===== src/rtl/rv32_pkg.sv =====
`default_nettype none
// ============================================================================
// Package : rv32_pkg
// Purpose : Shared RV32 front-end constants: reset PC, canonical nop,
//           base opcodes and the fetch FSM state encoding.
// Revision: 1.0 - initial release
// ============================================================================
package rv32_pkg;

  localparam logic [31:0] RESET_PC  = 32'h0000_0000;
  localparam logic [31:0] NOP_INSTR = 32'h0000_0013;  // addi x0, x0, 0

  // Base opcodes seen on instr[6:0]
  localparam logic [6:0] OP_LUI    = 7'b0110111;
  localparam logic [6:0] OP_AUIPC  = 7'b0010111;
  localparam logic [6:0] OP_JAL    = 7'b1101111;
  localparam logic [6:0] OP_JALR   = 7'b1100111;
  localparam logic [6:0] OP_BRANCH = 7'b1100011;
  localparam logic [6:0] OP_LOAD   = 7'b0000011;
  localparam logic [6:0] OP_STORE  = 7'b0100011;
  localparam logic [6:0] OP_IMM    = 7'b0010011;
  localparam logic [6:0] OP_REG    = 7'b0110011;

  typedef enum logic [1:0] {
    FS_RESET_WAIT = 2'd0,
    FS_RUN        = 2'd1,
    FS_DRAIN      = 2'd2
  } fetch_state_e;

endpackage
`default_nettype wire


===== src/rtl/instr_fifo.sv =====
`default_nettype none
// ============================================================================
// Module  : instr_fifo
// Purpose : Small synchronous FIFO holding fetched {instr, pc} entries.
//           Power-of-two depth, flush clears occupancy in one edge, and a
//           push is accepted while full when a pop happens in the same cycle.
// Revision: 1.0 - initial release
// ============================================================================
module instr_fifo #(
  parameter int               DEPTH     = 2,
  parameter int               WIDTH     = 64,
  parameter logic [WIDTH-1:0] RESET_VAL = '0
) (
  input  logic                     clk,
  input  logic                     reset,
  input  logic                     flush,
  input  logic                     push,
  input  logic [WIDTH-1:0]         push_data,
  input  logic                     pop,
  output logic [WIDTH-1:0]         head_data,
  output logic                     full,
  output logic                     empty,
  output logic [$clog2(DEPTH):0]   count
);

  localparam int PW = $clog2(DEPTH);
  localparam int CW = PW + 1;

  logic [WIDTH-1:0] mem_q [DEPTH];
  logic [PW-1:0]    wr_ptr_q;
  logic [PW-1:0]    rd_ptr_q;
  logic [CW-1:0]    count_q;
  logic             do_push;
  logic             do_pop;

  assign full      = (count_q == CW'(DEPTH));
  assign empty     = (count_q == '0);
  assign count     = count_q;
  assign head_data = mem_q[rd_ptr_q];

  assign do_pop  = pop && !empty && !flush;
  assign do_push = push && (!full || do_pop) && !flush;

  // Storage, pointers and occupancy; reset preloads every slot so the head is defined
  always_ff @(posedge clk or posedge reset) begin
    if (reset) begin
      wr_ptr_q <= '0;
      rd_ptr_q <= '0;
      count_q  <= '0;
      for (int i = 0; i < DEPTH; i++) begin
        mem_q[i] <= RESET_VAL;
      end
    end else if (flush) begin
      wr_ptr_q <= '0;
      rd_ptr_q <= '0;
      count_q  <= '0;
    end else begin
      if (do_push) begin
        mem_q[wr_ptr_q] <= push_data;
        wr_ptr_q        <= wr_ptr_q + 1'b1;
      end
      if (do_pop) begin
        rd_ptr_q <= rd_ptr_q + 1'b1;
      end
      count_q <= count_q + CW'(do_push) - CW'(do_pop);
    end
  end

endmodule
`default_nettype wire


===== src/rtl/fetch_unit.sv =====
`default_nettype none
// ============================================================================
// Module  : fetch_unit
// Purpose : RV32 instruction fetch. Issues word fetches, tracks responses in
//           order, buffers {instr, pc} for decode and squashes in-flight
//           responses after a redirect from execute.
// Revision: 1.0 - initial release
// ============================================================================
module fetch_unit #(
  parameter logic [31:0] RESET_PC  = rv32_pkg::RESET_PC,
  parameter int          BUF_DEPTH = 2
) (
  input  logic        clk,
  input  logic        reset,
  output logic        imem_req,
  output logic [31:0] imem_addr,
  input  logic        imem_ready,
  input  logic        imem_rvalid,
  input  logic [31:0] imem_rdata,
  input  logic        redirect,
  input  logic [31:0] redirect_pc,
  output logic        instr_valid,
  output logic [31:0] instr,
  output logic [31:0] instr_pc,
  output logic [31:0] instr_pc4,
  input  logic        decode_ready
);

  import rv32_pkg::*;

  localparam int CW = $clog2(BUF_DEPTH) + 1;

  fetch_state_e  state_q;
  logic [31:0]   fetch_pc_q;
  logic [31:0]   resp_pc_q;
  logic [2:0]    outstanding_q;
  logic [2:0]    outstanding_d;
  logic [2:0]    drop_cnt_q;
  logic [31:0]   redirect_tgt;
  logic [3:0]    occupancy;
  logic          accept;
  logic          rsp;
  logic          rsp_drop;
  logic          pop;
  logic          push;
  logic          fifo_full;
  logic          fifo_empty;
  logic [CW-1:0] fifo_count;
  logic [63:0]   fifo_head;
  logic          unused_pc_bits;

  // Low target bits are discarded: fetches are always word aligned
  assign redirect_tgt   = {redirect_pc[31:2], 2'b00};
  assign unused_pc_bits = ^redirect_pc[1:0];

  // Requests are throttled so every accepted fetch is guaranteed a buffer slot
  assign occupancy = {1'b0, outstanding_q} + 4'(fifo_count);
  assign imem_req  = (state_q == FS_RUN) && (occupancy < 4'(BUF_DEPTH)) && !redirect;
  assign imem_addr = fetch_pc_q;
  assign accept    = imem_req && imem_ready;

  // A response with nothing outstanding is a protocol error and is ignored
  assign rsp      = imem_rvalid && (outstanding_q != 3'd0);
  assign rsp_drop = rsp && (drop_cnt_q != 3'd0);
  assign pop      = !fifo_empty && decode_ready && !redirect;
  assign push     = rsp && !rsp_drop && !redirect && (!fifo_full || pop);

  assign outstanding_d = outstanding_q + 3'(accept) - 3'(rsp);

  assign instr_valid = !fifo_empty;
  assign instr       = fifo_head[63:32];
  assign instr_pc    = fifo_head[31:0];
  assign instr_pc4   = fifo_head[31:0] + 32'd4;

  instr_fifo #(
    .DEPTH     (BUF_DEPTH),
    .WIDTH     (64),
    .RESET_VAL ({NOP_INSTR, RESET_PC})
  ) u_buf (
    .clk       (clk),
    .reset     (reset),
    .flush     (redirect),
    .push      (push),
    .push_data ({imem_rdata, resp_pc_q}),
    .pop       (pop),
    .head_data (fifo_head),
    .full      (fifo_full),
    .empty     (fifo_empty),
    .count     (fifo_count)
  );

  // Fetch FSM with fetch/response PCs and in-flight bookkeeping; redirect wins everything
  always_ff @(posedge clk or posedge reset) begin
    if (reset) begin
      state_q       <= FS_RESET_WAIT;
      fetch_pc_q    <= RESET_PC;
      resp_pc_q     <= RESET_PC;
      outstanding_q <= 3'd0;
      drop_cnt_q    <= 3'd0;
    end else begin
      outstanding_q <= outstanding_d;
      if (redirect) begin
        // Everything still in flight after this edge belongs to the old path
        fetch_pc_q <= redirect_tgt;
        resp_pc_q  <= redirect_tgt;
        drop_cnt_q <= outstanding_d;
        state_q    <= (outstanding_d != 3'd0) ? FS_DRAIN : FS_RUN;
      end else begin
        if (accept) begin
          fetch_pc_q <= fetch_pc_q + 32'd4;
        end
        if (push) begin
          resp_pc_q <= resp_pc_q + 32'd4;
        end
        if (rsp_drop) begin
          drop_cnt_q <= drop_cnt_q - 3'd1;
        end
        case (state_q)
          FS_RESET_WAIT: state_q <= FS_RUN;
          FS_RUN:        state_q <= FS_RUN;
          FS_DRAIN: begin
            if ((drop_cnt_q == 3'd0) || (rsp_drop && (drop_cnt_q == 3'd1))) begin
              state_q <= FS_RUN;
            end
          end
          default:       state_q <= FS_RESET_WAIT;
        endcase
      end
    end
  end

endmodule
`default_nettype wire

===== config.mk =====
export PLATFORM = sky130hd
export DESIGN_NAME = fetch_unit
export DESIGN_NICKNAME = d
export VERILOG_FILES = /design/src/rtl/rv32_pkg.sv /design/src/rtl/instr_fifo.sv /design/src/rtl/fetch_unit.sv
export SDC_FILE = /design/constraint.sdc
export NUM_CORES = 1
export LEC_CHECK = 0
export BUFFER_PORTS_ARGS = -buffer_cell sky130_fd_sc_hd__buf_2
export CAP_MARGIN = 20
export CORE_MARGIN = 2
export CORE_UTILIZATION = 36
export DETAILED_ROUTE_END_ITERATION = 7
export PLACE_DENSITY_LB_ADDON = 0.15
export REMOVE_ABC_BUFFERS = 1
export SLEW_MARGIN = 40
export SYNTH_ARGS = -nofsm -noshare
export SYNTH_HDL_FRONTEND = slang
export SYNTH_SLANG_ARGS = --single-unit

===== constraint.sdc =====
create_clock -name clk -period 8 [get_ports clk]
set_input_delay 1.6 -clock clk [delete_from_list [all_inputs] [get_ports clk]]
set_output_delay 1.6 -clock clk [all_outputs]
set_load 0.01 [all_outputs]

== After elaboration in Yosys (flattened, before gate mapping) ==
Index checks and enable logic that the tools add are counted.
Word-level totals
  output and inout bits: 130
  flip-flop bits (word level): 204
Operators by class
  reductions and logical operators: 36
  bitwise logic cells: 3
  $add $sub $neg: 11
  muxes and demuxes: 21
  equality and inequality tests: 5
  magnitude comparators: 4
Operators by type and width (count)
  2-to-1 mux 64 bit: 4
  bitwise mux 128 bit: 1
  2-to-1 mux 32 bit: 4
  adder 32 x 3 -> 32 bit (second input constant): 3
  demux 64 bit (select 1 bit): 1
  logical AND 1 bit: 16
  nonzero test 2 bit: 5
  nonzero test 3 bit: 3
  2-to-1 mux 2 bit: 4
  2-to-1 mux 3 bit: 2
  adder 3 x 2 -> 4 bit: 1
  equality test 2 bit (second input constant): 2
  >= comparator 2 bit (second input constant): 2
  zero test 1 bit: 4
  zero test 2 bit: 2
  less-than comparator 4 x 2 -> 1 bit (second input constant): 1
  2-to-1 mux 1 bit: 4
  NOT 1 -> 2 bit: 2
  one-hot mux 2 bit (2 select lines): 1
  adder 3 x 1 -> 3 bit: 1
  equality test 3 x 1 -> 1 bit (second input constant): 1
  zero test 3 bit: 1
  logical OR 1 bit: 3
  inequality test 3 bit (second input constant): 1
  10 further kinds: 11

== Longest topological paths before layout ==
  depth in word-level cells: 12
  depth in mapped cells: 13

== Cells and area by module ==
Synthesis repeated with hierarchy kept, for this count alone.
Second synthesis, totals
  cell total of the unflattened synthesis: 925
  area, all modules: 10724.0 µm²
By module, submodules not included
  instr_fifo: cells an instance 368, times used 1, area each 5998.3 µm², seq. area each 3310.7 µm²
  fetch_unit: cells an instance 557, times used 1, area each 4725.8 µm², seq. area each 1701.6 µm²

== Least setup slack after synthesis ==
No wires, ideal clock.
  path type: reg-to-output
  from: register u_buf.rd_ptr_q
  to: output port instr_pc4[26]
  buffers on the path: 5
  arrival: 3.016 ns
  slack: 3.384 ns
  stages on the path, launching flop included: 14
  cells stage by stage: dfrtp_1 > buf_2 > buf_4 > buf_2 > buf_1 > buf_2 > mux2i_1 > inv_1 > ha_1 > inv_1 > a211oi_1 > nand4_1 > nand2b_1 > xnor2_1
Between the ends
  longest elaborated chain between the ends: 5
Ends and longest elaborated chain
  start: declaration: RTL line instr_fifo.sv:31  | logic [PW-1:0] rd_ptr_q;
  start signal: assignment: RTL line instr_fifo.sv:63  | rd_ptr_q <= rd_ptr_q + 1'b1;
  NOT 1 -> 2 bit (not written as such): RTL line instr_fifo.sv:39  | assign head_data = mem_q[rd_ptr_q];
  2-to-1 mux 64 bit (not written as such) (3 in a row): RTL line instr_fifo.sv:39
  via instr_pc[2]: RTL line fetch_unit.sv:24  | output logic [31:0] instr_pc,
  adder 32 x 3 -> 32 bit: RTL line fetch_unit.sv:73  | assign instr_pc4 = fifo_head[31:0] + 32'd4;
  end: declaration: RTL line fetch_unit.sv:25  | output logic [31:0] instr_pc4,
The timed path passes the listed nets, and every way through them passes these cells. The select of a mux whose other input is x is not followed.

== Worst setup path after layout ==
  from: register u_buf.rd_ptr_q
  to: output port instr_pc4[31]
Between the ends
  longest elaborated chain between the ends: 5
Ends and longest elaborated chain (RTL line)
  NOT 1 -> 2 bit (not written as such): instr_fifo.sv:39
  2-to-1 mux 64 bit (not written as such) (3 in a row): instr_fifo.sv:39
  adder 32 x 3 -> 32 bit: fetch_unit.sv:73
Every way passes these cells. The select of a mux whose other input is x is not followed.

==> results by stage <==
Placement:
- During placement, the flow inserted port buffers numbering 191.
- The global placer's final weighted congestion is 0.830.
- The HPWL after detailed placement is 19,400 µm.
- Prior to clock tree synthesis, the placed netlist has a worst setup slack of 3.23 ns.
- The instance area at placement is 0.0117 mm².

Critical path:
- The signal on the critical path passes through buf_4, mux2i_1, a21oi_1, nand4_1, nor3_1, xor2_1, buf_2.
- The endpoint identified for the worst register-to-register timing path is state_q[1].
- The startpoint of the worst register-to-register path is u_buf.count[0].
- At the worst endpoint, the required time is 6.40 ns.
- The startpoint class of the critical path is a flip-flop.
- STA puts the critical path data arrival time at 3.57 ns.
- The number of cells on the worst reg-to-reg path is 13.
- The critical path starts at u_buf.rd_ptr_q.
- The worst setup path is of the reg -> out kind.
- The kind of capture point of the worst setup path is a primary output.
- The library cell contributing the largest single delay on the critical path is dfrtp_4.
- For this run, the slowest stage of the critical path takes 0.92 ns.
- The worst setup slack for register-to-register paths is 4.39 ns.
- In this run the worst path has a maximum fanout of 55.
- The most critical setup path has its endpoint at instr_pc4[31].

Routing:
- The first detailed-routing pass ran for 4 iterations.
- In the routed layout, each cell is associated on average with a via count of 5.20.
- The number of DRC violations after detailed-routing iteration 0 is 410.
- The via total after detailed routing is 7,927.
- After detailed routing, the number of remaining DRC violations is 0.
- For this block, the routed nets add up to 27,200 µm of wire.
- The detail-routed net length per standard cell is 17.9 µm.
- The post-route antenna net violation count is 0.

Final layout:
- At the end of the flow, the number of nets in the layout was 1,211.
- The fraction of final layout cells sized beyond drive strength 1 is 37.4%.
- Leaving out fill and tap cells, the most frequent cell in the layout is buf_2.
- The area of all placed cells without fillers is 0.0123 mm².
- The area growth from synthesis to layout is 18.8%.
- The number of antenna repair diodes is 0.
- The final standard cell utilization of the core is 43.1%.
- In the layout the commonest cells are buf_2 (191), dfrtp_1 (189), mux2_2 (169).

Floorplanning:
- In this run the horizontal extent of the chip is 174 µm.
- The core region is 0.0285 mm².
- The initial utilization of the core area, before any placement, comes to 36.3%.
- The floorplan step defined a die boundary enclosing 0.0301 mm².
- The number of placed I/O pins is 200.
- The cell row count is 62.
- The y dimension of the die is 174 µm.

STA:
- The number of setup violations in the final report is 0.
- The number of hold violations in the final report was 0.
- The post-route worst setup slack is 2.83 ns.
- The ratio of final minimum period to clock period is 64.6%.
- The worst-case headroom to the max-slew limit is 37.8%.
- The highest clock frequency the design can meet is 0.193 GHz.
- Setup repair after global routing left no endpoint under its margin.
- The minimum clock period after layout is 5.17 ns.
- The clock tree skew after final layout is 0.0169 ns.
- For the final routed database, the setup TNS stands at 0 ns.
- The max-slew violation count is 0.
- For the pin with the worst max-slew slack, the measured transition is 0.933 ns.

Synth:
- Yosys mapped a number of flops with a built-in enable equal to 0.
- Sequential cells were found to cover 47.4% of the synthesized design area.
- After synthesis, the share of flip-flops with an asynchronous set or reset is 100%.
- The number of distinct library cell variants in the gate-level netlist after synthesis is 65.
- The number of cells produced by synthesis is 953.
- After synthesis the cells add up to 0.0104 mm².
- The flop and latch count out of synthesis is 196.
- The average footprint of a synthesized cell is 10.9 µm².
- The Yosys step of the flow raised 0 warnings.
- The dominant register cell in the synthesized netlist is dfrtp_1.

GRT:
- The total congestion overflow is 0.
- The maximum number of pins on one net before global-route repair is 70.
- Global routing consumed, over all layers together, 18.3% of the routing resources.
- The via count of the first global-routing pass came to 7,809.
- The number of antenna violations at the first check in global routing is 0.
- The first global-routing pass estimated 43,800 µm of wire.

Clock tree:
- The H-tree depth reported by CTS is 4.
- After clock tree synthesis, the clock-pin slew on the worst setup and hold paths is 0.07 ns.
- The number of setup buffers added after CTS is 0.
- The buffer depth of the longest clock path is 2.
- The number of buffers created by CTS is 17.
- TritonCTS built the clock tree.
- The clock tree root buffer cell is clkbuf_16.
- The number of clock sinks is 196.
- The clock reaches the later pin of the worst-skew pair after 0.44 ns.
- The number of hold buffers added after cts is 0.
- Post-CTS repair changed the size of 0 cells.

Outcome:
- The run finished with clean final reports.

Power:
- The total power is 0.00390 W.
- The areal power density over the cells is 317 mW/mm².
- The static leakage is 5.62 nW.
- The maximum ir drop on the vdd rail is 133 µV.

Flow run:
- Across the run, the number of max-cap violations was 0.

Worst hold path:
- The min-delay analysis places its worst path in the category reg -> reg.
## sequential cells by signal, summed over array words and instances, names as in the netlist
name            cells
u_buf.wr_ptr_q      1
u_buf.count         2
imem_addr          30
outstanding_q       3
drop_cnt_q          3
u_buf.mem_q       124
resp_pc_q          30
state_q             2
u_buf.rd_ptr_q      1
## worst min path at each step
| stage | start | end | slack [ns] | cells past startpoint |
|---|---|---|---|---|
| after floorplan | u_buf.mem_q[15] | u_buf.mem_q[15] | 0.45 | 2 |
| final | u_buf.mem_q[30] | u_buf.mem_q[30] | 0.49 | 2 |
| after global routing | state_q[0] | state_q[1] | 0.51 | 1 |
| after detailed placement | u_buf.mem_q[30] | u_buf.mem_q[30] | 0.48 | 2 |
| after global placement | u_buf.mem_q[30] | u_buf.mem_q[30] | 0.46 | 2 |
| after CTS | state_q[0] | state_q[1] | 0.49 | 1 |
## cell usage after synthesis, drive strengths merged, types with 3 or more instances
master	count	area share (%)
and2	12	0.72
xnor2	26	2.2
dfstp	6	1.5
a21oi	14	0.68
nand3	44	2.1
ha	11	1.3
nor2	40	1.5
a31oi	8	0.48
nor3b	4	0.29
o31ai	8	0.58
mux2	169	18
or2	3	0.18
a22oi	3	0.22
xor2	18	1.5
a21o	11	0.80
nand4	26	1.6
or4	3	0.25
nor3	18	0.92
nand4b	5	0.42
a211oi	5	0.41
mux2i	16	1.5
o21ai	45	2.2
nand3b	5	0.36
nor2b	3	0.18
inv	39	1.4
and4	7	0.59
nor4	4	0.39
clkbuf	18	0.65
o211ai	17	1.2
and3	6	0.36
a221o	3	0.29
nand2	93	3.4
nand2b	4	0.24
o311ai	13	1.1
buf	30	1.6
dfrtp	190	46
## metrics by stage
step / cells / hold slack [ns]
finish: 1525 / 0.490
global route: 1525 / 0.511
detailed placement: 1493 / 0.480
floorplan: 910 / 0.450
CTS: 1525 / 0.495
global placement: 1492 / 0.464
## cells by family after synthesis
group           after synthesis  synth area share (%)
compound gates              145                  9.47
xor+xnor                     44                  3.72
fa+ha+maj                    13                  1.72
buf+inv                      88                  3.72
flops                       196                  47.4
mux                         185                  19.9
other cells                   1                0.0362
simple gates                281                  14.0
## metal layers
layer / vias up / GRT usage (%) / part of all wire [%] / routed length, µm
met5: - / 0 / 0 / 0
met1: 3964 / 25.4 / 48 / 13200
met4: 0 / 4.38 / 1.3 / 364
met3: 20 / 4.04 / 4.1 / 1110
met2: 167 / 29.1 / 46 / 12500
li1: 3776 / - / - / -
## layout make-up
class                   instances  area, µm²
multi-input cells             674       5090
fillers                      2872      16200
flip-flops and latches        196       4920
repair buffers                199       1040
inverters                      40        159
well taps                     384        480
clock buffers                  18        429
clock inverters                14        185
## report_power, final
group | leakage [nW] | total (W) | switching [W] | internal [W]
Combinational | 2.85 | 0.00139 | 0.000687 | 0.000707
Clock | 0.302 | 0.000905 | 0.000425 | 0.000480
Sequential | 2.47 | 0.00161 | 0.000271 | 0.00134
## critical path: cells and delay by family (launching register included)
kind                      cells  cell delay [ns]
buffers and inverters         2             0.66
AOI/OAI and AO/OA             1             0.34
xor gates and xnor gates      1             0.18
muxes                         1             0.19
and+or+nand+nor               2             0.80
DFF                           1             0.92
Power figures use the tool's default switching activity.
